File: config.mk
export PLATFORM = sky130hd
export DESIGN_NAME = add32_byte_serial_ctrl
export DESIGN_NICKNAME = d
export VERILOG_FILES = /design/src/rtl/add32_byte_serial_ctrl_pkg.sv /design/src/rtl/add32_byte_serial_ctrl_adder_8.sv /design/src/rtl/add32_byte_serial_ctrl.sv
export SDC_FILE = /design/constraint.sdc
export NUM_CORES = 1
export LEC_CHECK = 0
export ABC_AREA = 1
export BUFFER_PORTS_ARGS = -buffer_cell sky130_fd_sc_hd__buf_2
export CORE_MARGIN = 2
export CORE_UTILIZATION = 55
export DETAILED_ROUTE_END_ITERATION = 8
export PLACE_DENSITY = 0.91
export SLEW_MARGIN = 40
export SYNTH_ARGS = -nofsm -noshare
export SYNTH_HDL_FRONTEND = slang
export SYNTH_SLANG_ARGS = --single-unit
File: constraint.sdc
create_clock -name clk -period 6 [get_ports clk]
set_input_delay 0.6 -clock clk [delete_from_list [all_inputs] [get_ports clk]]
set_output_delay 0.6 -clock clk [all_outputs]
set_load 0.01 [all_outputs]
File: src/rtl/add32_byte_serial_ctrl_pkg.sv
// Shared definitions for the byte-serial adder: FSM states, the slice width,
// and the helper that sets how many slice passes one add takes.
package add32_byte_serial_ctrl_pkg;

  localparam int SLICE_W = 8;

  typedef enum logic [1:0] {
    ST_IDLE = 2'd0,
    ST_RUN  = 2'd1,
    ST_DONE = 2'd2
  } state_t;

  function automatic int num_slices(input int width);
    return width / SLICE_W;
  endfunction

endpackage

File: src/rtl/add32_byte_serial_ctrl_adder_8.sv
// 8-bit ripple-carry slice, reused once per byte by the serial controller.
module adder_8 (
  input  logic [7:0] a,
  input  logic [7:0] b,
  input  logic       cin,
  output logic [7:0] s,
  output logic       cout
);

  logic carry;

  // The carry is a running variable so the chain is evaluated in bit order.
  always_comb begin
    carry = cin;
    s     = '0;
    for (int i = 0; i < 8; i++) begin
      s[i]  = a[i] ^ b[i] ^ carry;
      carry = (a[i] & b[i]) | (carry & (a[i] ^ b[i]));
    end
    cout = carry;
  end

endmodule

File: src/rtl/add32_byte_serial_ctrl.sv
// WIDTH-bit adder built from one 8-bit slice used for WIDTH/8 consecutive
// cycles, with valid/ready handshakes on the operand and result sides.
module add32_byte_serial_ctrl
  import add32_byte_serial_ctrl_pkg::*;
#(
  parameter int WIDTH = 32
) (
  input  logic             clk,
  input  logic             rst,
  input  logic             in_valid,
  output logic             in_ready,
  input  logic [WIDTH-1:0] in1,
  input  logic [WIDTH-1:0] in2,
  input  logic             cin,
  output logic             out_valid,
  input  logic             out_ready,
  output logic [WIDTH-1:0] sum,
  output logic             cout,
  output logic             ovf,
  output logic             busy,
  output logic [1:0]       state_dbg
);

  localparam int NUM_SLICES = num_slices(WIDTH);
  localparam int KW         = (NUM_SLICES > 1) ? $clog2(NUM_SLICES) : 1;
  localparam logic [KW-1:0] K_LAST = KW'(NUM_SLICES - 1);

  generate
    if (WIDTH <= 0 || (WIDTH % SLICE_W) != 0) begin : g_bad_width
      $error("add32_byte_serial_ctrl: WIDTH must be a nonzero multiple of 8");
    end
  endgenerate

  // Handshakes: a transfer happens on a rising clk edge where valid and ready
  // are both high; the sender holds its payload until then, and ready never
  // depends combinationally on valid.

  state_t           state_q, state_d;
  logic [KW-1:0]    k_q, k_d;
  logic             carry_q, carry_d;
  logic [WIDTH-1:0] a_q, a_d;
  logic [WIDTH-1:0] b_q, b_d;
  logic             cin_q, cin_d;
  logic [WIDTH-1:0] acc_q, acc_d;
  logic [WIDTH-1:0] sum_q, sum_d;
  logic             cout_q, cout_d;
  logic             ovf_q, ovf_d;

  logic [SLICE_W-1:0] slice_a, slice_b, slice_s;
  logic               slice_cin, slice_cout;

  assign slice_a   = a_q[int'(k_q)*SLICE_W +: SLICE_W];
  assign slice_b   = b_q[int'(k_q)*SLICE_W +: SLICE_W];
  assign slice_cin = (k_q == '0) ? cin_q : carry_q;

  adder_8 u_slice (
    .a    (slice_a),
    .b    (slice_b),
    .cin  (slice_cin),
    .s    (slice_s),
    .cout (slice_cout)
  );

  always_comb begin
    state_d = state_q;
    k_d     = k_q;
    carry_d = carry_q;
    a_d     = a_q;
    b_d     = b_q;
    cin_d   = cin_q;
    acc_d   = acc_q;
    sum_d   = sum_q;
    cout_d  = cout_q;
    ovf_d   = ovf_q;

    unique case (state_q)
      ST_IDLE: begin
        if (in_valid) begin
          a_d     = in1;
          b_d     = in2;
          cin_d   = cin;
          acc_d   = '0;
          sum_d   = '0;
          cout_d  = 1'b0;
          ovf_d   = 1'b0;
          carry_d = 1'b0;
          k_d     = '0;
          state_d = ST_RUN;
        end
      end
      ST_RUN: begin
        acc_d[int'(k_q)*SLICE_W +: SLICE_W] = slice_s;
        carry_d = slice_cout;
        k_d     = k_q + KW'(1);
        // Partial bytes stay in acc; the visible result updates only once, here.
        if (k_q == K_LAST) begin
          k_d     = '0;
          sum_d   = acc_d;
          cout_d  = slice_cout;
          ovf_d   = (a_q[WIDTH-1] == b_q[WIDTH-1]) &&
                    (slice_s[SLICE_W-1] != a_q[WIDTH-1]);
          state_d = ST_DONE;
        end
      end
      ST_DONE: begin
        if (out_ready) state_d = ST_IDLE;
      end
      default: state_d = ST_IDLE;
    endcase
  end

  always_ff @(posedge clk) begin
    if (rst) begin
      state_q <= ST_IDLE;
      k_q     <= '0;
      carry_q <= 1'b0;
      a_q     <= '0;
      b_q     <= '0;
      cin_q   <= 1'b0;
      acc_q   <= '0;
      sum_q   <= '0;
      cout_q  <= 1'b0;
      ovf_q   <= 1'b0;
    end else begin
      state_q <= state_d;
      k_q     <= k_d;
      carry_q <= carry_d;
      a_q     <= a_d;
      b_q     <= b_d;
      cin_q   <= cin_d;
      acc_q   <= acc_d;
      sum_q   <= sum_d;
      cout_q  <= cout_d;
      ovf_q   <= ovf_d;
    end
  end

  assign in_ready  = (state_q == ST_IDLE);
  assign out_valid = (state_q == ST_DONE);
  assign busy      = (state_q == ST_RUN) || (state_q == ST_DONE);
  assign sum       = sum_q;
  assign cout      = cout_q;
  assign ovf       = ovf_q;
  assign state_dbg = state_q;

endmodule

==> impl.org, run 1 <==
** Placement
- I/O Buffers :: between 100 and 150
- Hpwl dp :: ~11 mm
- DP Area :: 6653 µm²
- At the end of routability-driven placement, the weighted congestion stood at around 0.96.
- Once placement completed, the tool counted placed cells totaling 1,053.

** Die
- Die Wd :: 109.7 µm
- Number of placement rows :: 38
- Top Ports :: approximately 110
- Vertical extent of the die :: approximately 110 µm
- Once the floorplan was initialized, standard cells occupied 56.42% of the core.
- Area of the core :: 10,890 µm²
- The floorplan step defined a die boundary enclosing about 12,000 µm².

** Job
- MaxCap Viol Count :: 0

** Final layout
- In the final layout, the multi-input gates occupy 3007 µm².
- The area growth from synthesis to layout is 18.29%.
- For this run, the number of standard cells in the final layout without fillers is approximately 1,100.
- Fraction of the core area covered by cells at the end of the flow :: about 67%
- The repair_antennas step left the layout with diodes totalling 0.
- Share of layout cells above drive strength 1 :: approximately 16%
- Across the whole layout, storage elements account for approximately 2700 µm².
- Net count of the finished layout :: about 1,000
- Number of filler instances in the final layout :: roughly 880
- After routing the design area is approximately 7300 µm².

** Run status
- The flow ran to the end, and the final reports show no timing, DRC or antenna violations.

** Clock tree
- The later pin in the worst-skew pair is clocked with a latency of 0.53 ns.
- Post-CTS repair timing setup buffer count :: 0
- CTS tree :: built
- H-tree lvl count :: 4
- The clock passes through at most 2 buffers.
- Count of hold-fix buffers inserted at cts :: 0
- The number of gates resized after CTS was 0.
- CTS clock-pin slew for the worst setup and hold paths :: around 0.060 ns
- # clock sinks :: 136
- Counting the buffers created by CTS gives 17.
- Clock tree synthesis selected as its root buffer the cell sky130_fd_sc_hd__clkbuf_8.

** Detailed routing
- Average detailed-routed wire length per instance :: 14.68 µm
- The first detailed-routing pass ran for 5 iterations.
- The routed design has ~16 mm of wire.
- Vias per Instance :: roughly 5.6
- The first routing iteration left slightly above 600 violations.
- In the routed design, unresolved DRC markers number 0.
- DR vias :: 6,083
- Post-DRT Antenna Nets :: 0

** Power and ir drop
- Combinational power share :: roughly two fifths
- For this design the static power due to leakage is between 3 and 4 nW.
- The worst-case IR drop observed on VDD is approximately 0.41 mV.
- Switching Fraction :: approximately two fifths
- In this run, flip-flops and latches consume roughly a third of the power.
- Share of power burned in the clock network :: between 20% and 30%
- The internal power of the cells totals roughly 2.2 mW.
- In this run the power density over the cells is about 500 nW/µm².
- The analysis attributes to net switching a power of approximately 1.5 mW.

** Synth
- Synthesis produced a netlist with a net count of 945.
- Flops & latches, synth :: between 100 and 150
- Synthesized area :: about 6100 µm²
- Summing the sequential cell areas from Yosys gives 44.32% of the chip area.
- The number of different library cells used by synthesis comes to 24.
- Cell count after synthesis :: ~860
- The average instance in the mapped netlist occupies about 7 µm².
- The Yosys step of the flow raised 0 warnings.

** Timing
- Total negative setup slack :: 0 ns
- RSZ-0062 raised after global routing :: no
- Period minus WS final :: between 5 and 6 ns
- The total count of max-transition violations in the final report came to 0.
- Transition time of the tightest slew-check pin :: ~0.72 ns
- Setup violations, final :: 0
- Maximum operating frequency :: 0.1879 GHz
- The total count of hold-check failures in the final report came to 0.
- After layout, the worst path uses 88.70% of the clock period.
- Worst clock skew on the final layout :: around 0.0076 ns
- In this run the tightest slew margin relative to its limit is 52.05%.

** Setup path
- STA classifies the critical path endpoint as a flip-flop.
- The setup path with the least slack is of type reg -> reg.
- Critical path data arrival time :: approximately 5.8 ns
- At the worst endpoint, the required time is ~6.5 ns.
- Cell depth of the worst flop-to-flop path :: 18
- Max Fanout on Critical Path :: 19
- Start of the worst register-to-register path :: k_q[0]
- The worst setup path is launched from a flip-flop.
- Reg-to-reg critical path endpoint :: acc_q[31]
- Register-to-register setup slack :: between 0.6 and 0.7 ns

** Worst hold path
- The tightest min-delay check is of the in -> reg type.
- The worst hold path was traced through 3 stages.
- End point of the worst hold path :: b_q[30]
- The worst hold path begins at in2[30].

** Global routing
- Global routing consumed, over all layers together, 27.75% of the routing resources.
- Wire length of the first global-routing pass :: 25.96 mm
- The initial antenna violation count is 0.
- Largest net degree at the start of global routing :: 70
- Vias in the first global route :: 5,437
- Sum of overflow across all layers after global routing :: 0
## Yosys cell counts, drive strengths merged
cell    number  share of area (%)
buf         26                2.1
mux2i        1               0.16
a32o        12                2.0
nand2      171                 11
clkbuf      34                2.1
a21o         7               0.86
nand4        1               0.10
nor2       148                9.0
ha           9                1.8
inv         41                2.5
a21oi       62                5.1
o21ai      118                9.8
clkinv       1              0.061
o22ai        2               0.20
dfxtp      136                 44
o21bai       1               0.12
nand3       81                6.6
fa           8                2.6
## metrics by stage
stage | worst slack (ns) | power [mW] | hold WS (ns)
after global routing | 0.3649 | 3.917 | 0.3105
final | 0.6782 | 3.679 | 0.2956
after CTS | 0.7521 | 3.659 | 0.2930
after detailed placement | 0.8395 | 2.572 | 0.4557
after floorplan | 1.062 | 2.233 | 0.4394
after global placement | 0.9984 | 2.530 | 0.4519
## worst max path at each step
stage / to / start / cells past startpoint / slack [ns]
6_report: acc_q[31] / k_q[0] / 18 / 0.68
5_1_grt: sum[15] / k_q[0] / 18 / 0.36
4_1_cts: acc_q[31] / k_q[0] / 18 / 0.75
3_5_place_dp: acc_q[31] / k_q[0] / 18 / 0.84
3_3_place_gp: sum[31] / k_q[0] / 18 / 1.0
2_1_floorplan: sum[23] / k_q[0] / 19 / 1.06
## power by group through the flow
stage	combinational [mW]	sequential, mW	clock, mW
detailed placement	1.36	1.22	0
global placement	1.31	1.21	0
finish	1.40	1.20	1.07
CTS	1.38	1.20	1.08
floorplan	1.03	1.20	0
global route	1.58	1.22	1.11
## cell usage in the layout, fill, tap and decap left out, drive strengths merged, types with 7 or more instances in the layout
cell type | Yosys | layout
ha | 9 | 9
dfxtp | 136 | 136
a21oi | 62 | 62
nor2 | 148 | 148
buf | 26 | 114
nand2 | 171 | 171
a32o | 12 | 12
nand3 | 81 | 81
o21ai | 118 | 118
a21o | 7 | 7
fa | 8 | 8
clkbuf | 34 | 22
inv | 41 | 42
## worst max-delay path, cell delays in order (launching register included)
cell	delay, ns
sky130_fd_sc_hd__dfxtp_1	0.33
sky130_fd_sc_hd__clkinv_1	0.40
sky130_fd_sc_hd__ha_1	0.53
sky130_fd_sc_hd__mux2i_1	0.18
sky130_fd_sc_hd__fa_1	0.39
sky130_fd_sc_hd__fa_1	0.39
sky130_fd_sc_hd__fa_1	0.40
sky130_fd_sc_hd__fa_1	0.40
sky130_fd_sc_hd__fa_1	0.37
sky130_fd_sc_hd__inv_1	0.08
sky130_fd_sc_hd__fa_1	0.16
sky130_fd_sc_hd__inv_1	0.05
sky130_fd_sc_hd__fa_1	0.38
sky130_fd_sc_hd__fa_1	0.51
sky130_fd_sc_hd__nor2_1	0.20
sky130_fd_sc_hd__nand3_1	0.10
sky130_fd_sc_hd__nand2_1	0.10
sky130_fd_sc_hd__nand3_1	0.09
sky130_fd_sc_hd__a21oi_1	0.19
## logic make-up (layout without fill, tap and decap cells)
logic type	count (synthesis)	in the layout	synth area share (%)
multiplexers	1	1	0.1629
AND/OR/NAND/NOR	401	401	26.35
buffers and inverters	102	188	6.741
flip-flops	136	136	44.32
adder cells (fa/ha/maj)	17	17	4.440
AO/OA/AOI/OAI	202	202	17.98
## sequential cells by signal (all words and copies together), names as in the netlist
signal / flops
a_q: 32
acc_q: 32
b_q: 32
sum: 32
k_q: 2
state_dbg: 2
carry_q: 1
cin_q: 1
cout: 1
ovf: 1
## routing by layer
layer | part of all wire, % | vias up | track usage (%)
met4 | 2.7 | 0 | 10.22
met2 | 46 | 293 | 43.87
met1 | 42 | 2769 | 37.35
met5 | 0 | - | 0
li1 | - | 2972 | -
met3 | 8.8 | 49 | 6.046
## area by class of cell
| cell class | instances | share of cell area (%) |
|---|---|---|
| Tap cell | 140 | 2.410 |
| Clock inverter | 10 | 1.946 |
| Clock buffer | 22 | 6.508 |
| Sequential cell | 136 | 37.47 |
| Inverter | 42 | 2.204 |
| Multi-Input combinational cell | 621 | 41.37 |
| Timing Repair Buffer | 114 | 8.092 |
Note: power is estimated with default switching activity, not from simulation.
==> run 2, diff against run 1 <==
==> constraint.sdc (replaced) <==
create_clock -name clk -period 4.9 [get_ports clk]
set_input_delay 0.49 -clock clk [delete_from_list [all_inputs] [get_ports clk]]
set_output_delay 0.49 -clock clk [all_outputs]
set_load 0.01 [all_outputs]
==> run 2 against run 1 <==
Effect of this change: clock power increased by 13%; utilization grew 0.14 points; register-to-register slack got worse by 0.41 ns; die area unchanged; clock skew down 0.00098 ns; worst setup slack lost 0.41 ns; sequential power up 23%; fmax grew 15%.
==> impl.org, run 2 (synthesized netlist as in run 1, its figures left out) <==
** Global routing
- Entering global routing, the biggest net connects ~110 pins.
- Global routing used between 20 and 30% of the available tracks.
- Vias in the first global route :: about 5,600
- Sum of overflow across all layers after global routing :: 0
- Wire length of the first global-routing pass :: about 26 mm
- Initial antenna violation count :: 0

** Setup path
- By instance count, the cell type seen most on the critical path is sky130_fd_sc_hd__fa_1.
- Cell Chain, Critical Path :: inv_4, nand2_1, a32o_1, fa_1, fa_1, fa_1, fa_1, fa_1, inv_1, fa_1, inv_1, fa_1, fa_1, nor2_2, nand3_1, nand2_1, nand2_1, o21ai_0
- Kind of end point of the critical path :: flip-flop
- Critical path class :: reg -> reg
- On the critical path the largest part of the delay comes from adder cells.
- Type of origin of the critical path :: flip-flop
- Max Fanout on Critical Path :: 10
- The slowest stage of the critical path belongs to the cell sky130_fd_sc_hd__fa_1.
- Required time at the worst-slack endpoint :: 5.33 ns
- Number of buffers and inverters on the critical path :: 3
- Critical path data arrival time :: 5.07 ns
- The largest single stage delay on the critical path is about 0.49 ns.

** Final layout
- Post-synthesis to final-layout area growth :: 18.53%
- After filler insertion, the fill cell instance count of the layout stands at roughly 890.
- The library cells used most frequently in the layout, excluding fill and tap cells, are 169 x sky130_fd_sc_hd__nand2_1, 147 x sky130_fd_sc_hd__nor2_1, 135 x sky130_fd_sc_hd__dfxtp_1.
- Net count of the finished layout :: roughly 1,000
- Share of layout cells above drive strength 1 :: 16.91%
- The finished cells cover ~7300 µm².
- The finished layout holds 1,092 standard cells, fillers aside.
- Antenna Diode Count :: 0
- The library cell used most frequently in the layout, excluding fill and tap cells, is sky130_fd_sc_hd__nand2_1.

** Worst hold path
- Class of the tightest hold or removal check :: in -> reg

** Power and ir drop
- Total power divided by cell area :: 610.2 nW/µm²
- Across the VDD grid, the largest voltage drop is approximately 0.31 mV.
- Overall power :: 4.444 mW
- Leakage power figure :: approximately 3.1 nW

** Detailed routing
- DR vias :: around 6,000
- The pre-antenna-repair detailed-routing pass consisted of 5 iterations.
- The count of nets left with antenna violations once routing finished came out at 0.
- Post-route DRC :: 0
- Summed over all layers, the routed wires come to 15.82 mm.
- Vias per Instance :: around 5.5
- The first routing iteration left about 560 violations.
- After detailed routing, the average wire length per cell comes to about 14 µm.

** Clock tree
- H-tree lvl count :: 4
- For the worst-skew pair, the clock arrives at the later sink with an insertion delay of 0.52 ns.
- After clock tree synthesis, the flow added hold-fix buffers numbering 0.
- TritonCTS buffer count :: 17
- TritonCTS built the clock tree.
- CTS placed an instance of sky130_fd_sc_hd__clkbuf_8 at the clock tree root.
- Clock-pin slew was measured on the worst setup and hold paths at approximately 0.06 ns.
- # clock sinks :: ~140
- Maximum number of buffers from clock root to sink :: 2

** Timing
- Share of the cycle needed by the critical path after routing :: between 90% and 100%
- In this run the tightest slew margin relative to its limit is between 40 and 50%.
- Period minus WS final :: 4.635 ns
- Total negative setup slack :: 0 ns
- The total count of max-transition violations in the final report is 0.
- RSZ-0062 raised after global routing :: no
- The total count of hold-check failures in the final report came to 0.
- Maximum operating frequency :: about 0.22 GHz
- For the pin with the worst max-slew slack, the measured transition is approximately 0.76 ns.
- Setup violations, final :: 0
- Worst clock skew on the final layout :: about 0.0066 ns
- Setup slack on the critical path of the routed design comes to roughly 0.26 ns.

** Die
- The die covers between 10,000 and 15,000 µm².
- In this run the count of I/O pins placed on the die edge is 108.
- The floorplan step set the die width to approximately 110 µm.
- Number of placement rows :: 38
- Starting utilization of the core area :: 56.42%
- Vertical extent of the die :: ~110 µm
- Area of the core :: between 10,000 and 15,000 µm²

** Placement
- Number of placed instances with taps included :: 1,060
- The wire-length estimate of the detail-placed layout is ~11 mm.
- I/O Buffers :: approximately 110
- Routability-driven placement finished with a final weighted congestion of 0.8801.
- In this run the cell area measured after placement is approximately 6700 µm².
- Timing analysis after detailed placement gives a worst setup slack of -0.05735 ns.

** Run status
- The flow ran to the end, and the final reports show no timing, DRC or antenna violations.

** Job
- MaxCap Viol Count :: 0
-- run 2: cell count changes in the layout (fill, tap and decap cells not counted), moves of 2 or more --
cell / previous run / this run
sky130_fd_sc_hd__buf_4: 7 / 13
sky130_fd_sc_hd__clkinvlp_4: 2 / 5
sky130_fd_sc_hd__clkbuf_8: 5 / 2
sky130_fd_sc_hd__clkbuf_1: 1 / 3
-- run 2: path summary, 6_finish.rpt --
check	from	to	slack, ns	depth (start not counted)
worst max-delay path	k_q[0]	sum[31]	0.26	18
worst min-delay path	in2[30]	b_q[30]	0.20	3
worst max register to register	k_q[0]	sum[31]	0.26	18
worst min register to register	acc_q[25]	acc_q[25]	0.46	2
-- run 2: what timing repair did --
item	4_1_cts	5_1_grt
resized for setup	1	5
setup buffers	0	0
endpoints found under the setup margin	6	9
-- run 2: layout make-up --
class                   instances  area [µm²]  share of cell area [%]
well taps                     140       175.2                   2.405
repair buffers                121       644.4                   8.849
clock buffers                  21       439.2                   6.031
inverters                      42       162.7                   2.234
multi-input cells             621        3009                   41.32
clock inverters                11       125.1                   1.718
flip-flops and latches        136        2726                   37.44
-- run 2: worst reg2reg max path: stages (launching register included) --
cell                      delay [ns]
sky130_fd_sc_hd__dfxtp_4        0.37
sky130_fd_sc_hd__inv_4          0.11
sky130_fd_sc_hd__nand2_1        0.07
sky130_fd_sc_hd__a32o_1         0.25
sky130_fd_sc_hd__fa_1           0.44
sky130_fd_sc_hd__fa_1           0.39
sky130_fd_sc_hd__fa_1           0.40
sky130_fd_sc_hd__fa_1           0.39
sky130_fd_sc_hd__fa_1           0.37
sky130_fd_sc_hd__inv_1          0.08
sky130_fd_sc_hd__fa_1           0.17
sky130_fd_sc_hd__inv_1          0.05
sky130_fd_sc_hd__fa_1           0.38
sky130_fd_sc_hd__fa_1           0.49
sky130_fd_sc_hd__nor2_2         0.17
sky130_fd_sc_hd__nand3_1        0.10
sky130_fd_sc_hd__nand2_1        0.11
sky130_fd_sc_hd__nand2_1        0.05
sky130_fd_sc_hd__o21ai_0        0.18
-- run 2: layer usage --
| layer | track usage (%) | share of wire, % |
|---|---|---|
| met3 | 5.631 | 8.7 |
| met4 | 10.04 | 2.6 |
| met2 | 44.75 | 46 |
| met1 | 37.07 | 43 |
| met5 | 0 | 0 |
-- run 2: where the power goes --
part | total [mW] | internal [mW] | switching (mW)
Sequential | 1.48 | 1.34 | 0.138
Combinational | 1.76 | 0.542 | 1.22
Clock | 1.21 | 0.736 | 0.473
Total | 4.44 | 2.62 | 1.83
-- run 2: metrics by stage --
step,hold slack [ns],utilization (%)
floorplan,0.4394,-
global placement,0.4518,61.56
detailed placement,0.4583,61.58
CTS,0.1937,66.78
global route,0.2076,66.88
finish,0.2031,66.88
